File: src/rtl/jclk_pkg.sv
// State encoding and default constants for the operator-controlled slow clock.
package jclk_pkg;

    typedef enum logic [1:0] {
        StIdle,
        StRun,
        StStopping,
        StStep
    } jclk_state_e;

    localparam int unsigned BaseHalfDefault   = 50000000;
    localparam int unsigned StepCyclesDefault = 4;
    localparam int unsigned CwDefault         = 26;

endpackage

File: src/rtl/jclk_half_timer.sv
// Loadable down-counter that times one SCLK half-phase of half_i CLK cycles.
module jclk_half_timer
    import jclk_pkg::*;
#(
    parameter int unsigned CW = CwDefault
) (
    input  logic          clk_i,
    input  logic          rst_ni,
    input  logic          load_i,
    input  logic [CW-1:0] half_i,
    output logic          done_o
);

    logic [CW-1:0] cnt_q;

    always_ff @(posedge clk_i) begin
        if (!rst_ni) begin
            cnt_q <= '0;
        end else if (load_i) begin
            cnt_q <= half_i - CW'(1);
        end else if (cnt_q != '0) begin
            cnt_q <= cnt_q - CW'(1);
        end
    end

    // Rests at zero between phases, so done also reads high while the controller idles.
    assign done_o = (cnt_q == '0);

endmodule

File: src/rtl/jclk_ctrl.sv
// Run/halt/single-step controller producing the registered slow clock SCLK for jclock.
module jclk_ctrl
    import jclk_pkg::*;
#(
    parameter int unsigned BASE_HALF   = BaseHalfDefault,
    parameter int unsigned STEP_CYCLES = StepCyclesDefault,
    parameter int unsigned CW          = CwDefault
) (
    input  logic       CLK,
    input  logic       RESETN,
    input  logic       RUN_CLICK,
    input  logic       STEP_CLICK,
    input  logic       HALT,
    input  logic [3:0] SPEED,
    output logic       SCLK,
    output logic       TICK,
    output logic       RUNNING,
    output logic       STEPPING
);

    localparam int unsigned SW = $clog2(STEP_CYCLES + 1);
    localparam logic [CW-1:0] BaseHalfW = CW'(BASE_HALF);

    jclk_state_e   state_q;
    logic          sclk_q, tick_q, running_q, stepping_q;
    logic [SW-1:0] step_q;
    logic [CW-1:0] shifted, half;
    logic          done, rise, fall, stop_req, low_end;

    assign shifted = BaseHalfW >> SPEED;
    assign half    = (shifted == '0) ? CW'(1) : shifted;

    // rise/fall mark the edges where a new half-phase begins; the timer reloads on both.
    always_comb begin
        stop_req = RUN_CLICK | HALT;
        low_end  = done & ~sclk_q;
        fall     = done & sclk_q;
        rise     = 1'b0;
        unique case (state_q)
            StIdle:     rise = STEP_CLICK | (RUN_CLICK & ~HALT);
            StRun:      rise = low_end & ~stop_req;
            StStopping: rise = 1'b0;
            StStep:     rise = low_end & (step_q != SW'(1));
            default:    rise = 1'b0;
        endcase
    end

    jclk_half_timer #(
        .CW(CW)
    ) u_half_timer (
        .clk_i (CLK),
        .rst_ni(RESETN),
        .load_i(rise | fall),
        .half_i(half),
        .done_o(done)
    );

    always_ff @(posedge CLK) begin
        if (!RESETN) begin
            state_q    <= StIdle;
            sclk_q     <= 1'b0;
            tick_q     <= 1'b0;
            running_q  <= 1'b0;
            stepping_q <= 1'b0;
            step_q     <= '0;
        end else begin
            tick_q <= rise;
            if (rise) begin
                sclk_q <= 1'b1;
            end else if (fall) begin
                sclk_q <= 1'b0;
            end
            unique case (state_q)
                StIdle: begin
                    if (STEP_CLICK) begin
                        state_q    <= StStep;
                        stepping_q <= 1'b1;
                        step_q     <= SW'(STEP_CYCLES);
                    end else if (RUN_CLICK && !HALT) begin
                        state_q   <= StRun;
                        running_q <= 1'b1;
                    end
                end
                StRun: begin
                    // A stop landing on the last low cycle ends here rather than starting a pulse.
                    if (stop_req) begin
                        if (low_end) begin
                            state_q   <= StIdle;
                            running_q <= 1'b0;
                        end else begin
                            state_q <= StStopping;
                        end
                    end
                end
                StStopping: begin
                    if (low_end) begin
                        state_q   <= StIdle;
                        running_q <= 1'b0;
                    end
                end
                StStep: begin
                    if (low_end) begin
                        step_q <= step_q - SW'(1);
                        if (step_q == SW'(1)) begin
                            state_q    <= StIdle;
                            stepping_q <= 1'b0;
                        end
                    end
                end
                default: begin
                    state_q    <= StIdle;
                    running_q  <= 1'b0;
                    stepping_q <= 1'b0;
                end
            endcase
        end
    end

    assign SCLK     = sclk_q;
    assign TICK     = tick_q;
    assign RUNNING  = running_q;
    assign STEPPING = stepping_q;

endmodule

File: config.mk
export PLATFORM = sky130hd
export DESIGN_NAME = jclk_ctrl
export DESIGN_NICKNAME = d
export VERILOG_FILES = /design/src/rtl/jclk_pkg.sv /design/src/rtl/jclk_half_timer.sv /design/src/rtl/jclk_ctrl.sv
export SDC_FILE = /design/constraint.sdc
export NUM_CORES = 1
export LEC_CHECK = 0
export CAP_MARGIN = 15
export CELL_PAD_IN_SITES_DETAIL_PLACEMENT = 1
export CELL_PAD_IN_SITES_GLOBAL_PLACEMENT = 1
export CORE_ASPECT_RATIO = 0.6
export CORE_MARGIN = 2
export CORE_UTILIZATION = 45
export CTS_CLUSTER_SIZE = 12
export DETAILED_ROUTE_END_ITERATION = 7
export PLACE_DENSITY = 0.9
export RECOVER_POWER = 25
export SLEW_MARGIN = 20
export SYNTH_ARGS = -nofsm -noshare
export SYNTH_HDL_FRONTEND = slang
export SYNTH_SLANG_ARGS = --single-unit
File: constraint.sdc
create_clock -name CLK -period 4 [get_ports CLK]
set_input_delay 0.8 -clock CLK [delete_from_list [all_inputs] [get_ports CLK]]
set_output_delay 0.8 -clock CLK [all_outputs]
set_load 0.005 [all_outputs]
-- Word-level counts from Yosys, hierarchy flattened
Cells that the tools add are included.
- reduce and logical (&&, ||, !) cells: 14
- bitwise operators: 11
- add/sub/neg operators: 3
- shift-type cells: 1
- multiplexer cells: 26
- equal/unequal tests: 13
- operators with widths (kind ; number):
    26-bit two-way mux ; 3
    26-bit zero test ; 2
    26-bit by 1-bit subtractor with 26-bit output, second input constant ; 2
    26-bit nonzero test ; 1
    26-bit by 4-bit >> shifter with 26-bit output, first input constant ; 1
    2-bit two-way mux ; 7
    2-bit != test, second input constant ; 7
    1-bit two-way mux ; 9
    2-bit one-hot mux with 4 select lines ; 1
    4-bit AND reduction ; 2
    3-bit two-way mux ; 2
    3-bit one-hot mux with 2 select lines ; 1
    2-bit nonzero test ; 3
    1-bit bitwise AND ; 5
    5-bit AND reduction ; 1
    2-bit equality test, second input constant ; 2
    1-bit one-hot mux with 4 select lines ; 1
    3-bit by 1-bit equality test with 1-bit output, second input constant ; 1
    3-bit by 1-bit != test with 1-bit output, second input constant ; 1
    3-bit != test, second input constant ; 1
    1-bit NOT ; 3
    1-bit bitwise OR ; 3
    1-bit one-hot mux with 3 select lines ; 1
    3-bit AND reduction ; 1
    7 further kinds ; 7
- logic and storage cells: 75
- output and inout bits: 4
- register bits: 35
- input port bits: 9

-- Logic depth before layout (Yosys ltp)
Gate-level depths: netlist of run 1.
- depth in word-level cells: 6
- depth in mapped cells: 17
- depth with buffers taken out: 14

-- Cells and area by module
Synthesis of run 1 repeated with hierarchy kept, for this count alone.
- cell total of the unflattened synthesis: 343
- area total of the unflattened synthesis: 2824.0 µm²
- by module, submodules not included (module ; area an instance (µm²) ; seq. area each (µm²) ; cells an instance ; instances):
    jclk_half_timer ; 1835.5 ; 520.5 ; 210 ; 1
    jclk_ctrl ; 988.4 ; 180.2 ; 133 ; 1

-- Least setup slack after synthesis of run 1
No wires, ideal clock.
- kind: register -> register
- start: register u_half_timer.cnt_q[3]
- end: register u_half_timer.cnt_q[24]
- arrival time: 3386 ps
- buffers on the path: 2
- setup slack: 536 ps
- clock period less this slack: 3464 ps
- cell stages (with the launch flop): 13
- path through: dfxtp_1 or4_4 nor4_4 nand3_4 o21a_2 buf_4 buf_6 a21oi_1 ha_1 nand2_1 a2111o_1 o31a_1 nor3_1
- longest elaborated chain between the ends: 6
- RTL lines (element ; line ; text):
    start, declared ; jclk_half_timer.sv:14 ; logic [CW-1:0] cnt_q;
    start signal, assigned ; jclk_half_timer.sv:20 ; cnt_q <= half_i - CW'(1);
    start signal, assigned ; jclk_half_timer.sv:22 ; cnt_q <= cnt_q - CW'(1);
    branches (longest 6 deep; another with 26-bit by 1-bit subtractor with 26-bit output) ; - ;
Parallel ways; which one is timed is not known. The select of a mux whose other input is x is not followed.
A chain may end at the register's enable or synchronous reset.

-- Worst setup path in the final report of run 1
- start: input port HALT
- end: register u_half_timer.cnt_q[24]
- longest elaborated chain between the ends: 6
- RTL lines (element ; line ; text):
    start, declared ; jclk_ctrl.sv:13 ; input logic HALT,
    1-bit bitwise OR or 1-bit NOT (tied branches) ; jclk_ctrl.sv:35, jclk_ctrl.sv:40 ;
    1-bit NOT or 1-bit bitwise AND (tied branches) ; jclk_ctrl.sv:41, jclk_ctrl.sv:40 ;
    1-bit bitwise AND or 1-bit bitwise OR (tied branches) ; jclk_ctrl.sv:41, jclk_ctrl.sv:40 ;
    1-bit one-hot mux with 4 select lines (*) ; jclk_ctrl.sv:39 ; unique case (state_q)
    1-bit bitwise OR (*) ; jclk_ctrl.sv:53 ; .load_i(rise | fall),
    26-bit two-way mux or 2-bit nonzero test (tied branches) ; - ;
Every way passes the cells marked *; elsewhere a longest branch is shown, timed or not.

==> flow_metrics.tcl, run 1 <==
set metrics [dict create \
    hpwl_mm 6.14 \
    cts_tree "built" \
    finalCriticalPeriod_ns 3.76 \
    finalClockSkew_ns 0.00346 \
    synth-edff-count 0 \
    synth-compound-area-share 0.241 \
    syn_area_um2 2570 \
    clock-root-buffer "clkbuf_8" \
    final_common_cell "nor2_1" \
    peakVddDrop_v 0.000307 \
    grt_util_met2 0.387 \
    power_density_nw_per_um2 692 \
    drive_gt1_frac 0.118 \
    synth_nets 342 \
    max_freq_mhz 266 \
    routed_wl_mm 8.18 \
    fin_crit_sh 0.940 \
    placement.io_buffers 12 \
    crit_path_start_kind "primary input" \
    synth_cell_types 61 \
    layout_common_cells "36 x nor2_1, 35 x dfxtp_1, 28 x a21oi_1, 28 x nand2_1, 15 x o21ai_0" \
    syn-instance-count 325 \
    use_met3 0.0615 \
    synthSimpleGateAreaFrac 0.279 \
    htreeDepth 2 \
    synth_area_leader_cell "dfxtp_1" \
    fin_setup_tns_ns 0 \
    final_antenna_net_count 0 \
    cp_data_required_time_ns 4.20 \
    cts_repair_resize_count 0 \
    ys_ff_latch 35 \
    die-height_um 62.6 \
    core_area_um2 5540 \
    rsz0062_at_grt "false" \
    hold_start "step_q[1]" \
    async_reset_ff_frac 0 \
    yosys_warnings 0 \
    grt_use_total 0.271 \
    worstMarginPinSlew_ns 0.548 \
    synth_top_family_by_area "simple AND/OR/NAND/NOR gates" \
    r2r_start "u_half_timer.cnt_q[12]" \
    hold_ws_ns 0.464 \
    grt_pass1_wl_mm 13.3 \
    antenna_found_initial 0 \
    cts_buffer_depth 2 \
    vias 2536 \
    hold_viol_final 0 \
    min_path_type "reg2reg" \
    end_kind "flop" \
    clk_latency_ns 0.29 \
    p_leak_uw 0.00108 \
    start_util 0.464 \
    setup_viol 0 \
    path_clk_slew_ns 0.07 \
    cp_data_arrival_time_ns 3.96 \
    drc_errors 0 \
    synthXorXnorAreaFrac 0.0510 \
    use_met1 0.401 \
    area_delta_synth_final_pct 11.8 \
    grt_pass1_vias 2571 \
    grt_max_degree 31 \
    cts.sinks 35 \
    critical_path_class "in2reg" \
    slew_headroom 0.632 \
    netlist.area_leader.share 0.272 \
    yosys-mux-area-fraction 0.0676 \
    synth_top_flop_cell "dfxtp_1" \
    grt-busiest-layer "met1" \
    maxSlewViolCount 0 \
    crit_path_max_fanout 6 \
    via_per_inst 6.07 \
    fin_nets 354 \
    cap_violations 0 \
    status "finished, final reports clean" \
    grt_overflow_total 0 \
    ios 13 \
    row_count 21 \
    synthAdderAreaFrac 0.0389 \
    crit_path_start "HALT" \
    die_w_um 102 \
    cts_buffers 5 \
    dr.pass1.iters 5 \
    floorplan.die_area_um2 6360 \
    drtIter0Drc 264 \
    synth_area_leaders "dfxtp_1 27%, a21oi_1 5.4%, mux2i_1 5.4%" \
    ctsHoldBuffers 0 \
    place_congestion 1.01 \
    postCtsSetupBuffers 0 \
    yosysSeqAreaShare 0.272 \
    postSynthAreaPerCell_um2 7.92 \
    wire_per_inst_um 19.6 \
    num_antenna_cells 0 \
]
-- path summary, 6_finish.rpt --
path | endpoint | slack [ns] | cells after the start
setup / recovery | u_half_timer.cnt_q[24] | 0.24 | 12
hold / removal | step_q[1] | 0.46 | 2
setup reg to reg | u_half_timer.cnt_q[24] | 0.32 | 10
hold reg to reg | step_q[1] | 0.46 | 2
-- where the power goes --
part / total [uW] / leakage (uW) / internal, uW / switching, uW
Clock: 282 / 0.0000515 / 157 / 125
Sequential: 586 / 0.000289 / 464 / 121
Combinational: 1120 / 0.000740 / 452 / 670
Total: 1990 / 0.00108 / 1070 / 917
-- cells by family after synthesis --
kind of cell    count (synthesis)
mux                            17
simple gates                  134
xor+xnor                       15
buf+inv                        27
compound gates                 89
flops                          35
fa+ha+maj                       8
-- synthesized netlist by cell type (7+ instances only) --
library cell / n
a211oi_1: 8
a21oi_1: 28
clkbuf_1: 13
dfxtp_1: 35
ha_1: 8
inv_1: 7
mux2i_1: 14
nand2_1: 28
nor2_1: 36
nor2b_1: 8
nor3_1: 10
o21ai_0: 15
xnor2_1: 10
-- stage by stage --
step | total power [uW] | area, um^2 | util | setup slack (ns) | std cells
2_1_floorplan | 1370 | 2570 | - | 0.536 | 325
3_3_place_gp | 1630 | 2790 | 0.504 | 0.409 | 410
3_5_place_dp | 1690 | 2790 | 0.504 | 0.0892 | 410
4_1_cts | 1990 | 2890 | 0.522 | 0.330 | 418
5_1_grt | 2120 | 2880 | 0.519 | 0.0790 | 418
6_report | 1990 | 2880 | 0.519 | 0.239 | 418
-- final cells by class --
type	instances	area (um^2)
Fill cell	670	2670
Multi-Input combinational cell	263	1740
Sequential cell	35	701
Timing Repair Buffer	25	214
Clock buffer	8	100
Tap cell	80	100
Inverter	7	26.3
-- flip-flops by register name (all words and copies together), names as in the netlist --
| name | count |
|---|---|
| TICK | 1 |
| RUNNING | 1 |
| SCLK | 1 |
| STEPPING | 1 |
| state_q | 2 |
| u_half_timer.cnt_q | 26 |
| step_q | 3 |
-- metal layers --
metal / routed length (um) / vias up
met1: 3920 / 1233
met5: 0 / -
li1: - / 1196
met3: 627 / 13
met4: 84 / 0
met2: 3550 / 94
-- critical path: stages --
cell and delay, ns:
dlygate4sd3_1 0.58, nor2b_1 0.09, a22o_1 0.20, a21oi_1 0.37, o21a_2 0.22, nor3b_1 0.06, a21oi_1 0.20, ha_1 0.35
nand2_1 0.16, a2111o_1 0.46, o31a_1 0.30, nor3_1 0.16
Note: power is estimated with default switching activity, not from simulation.
==> run 2: changes to the inputs <==
CTS_CLUSTER_DIAMETER = 50   (was not set)
==> results of run 2 <==
The final DEF is identical to that of run 1; final timing and power are the same.
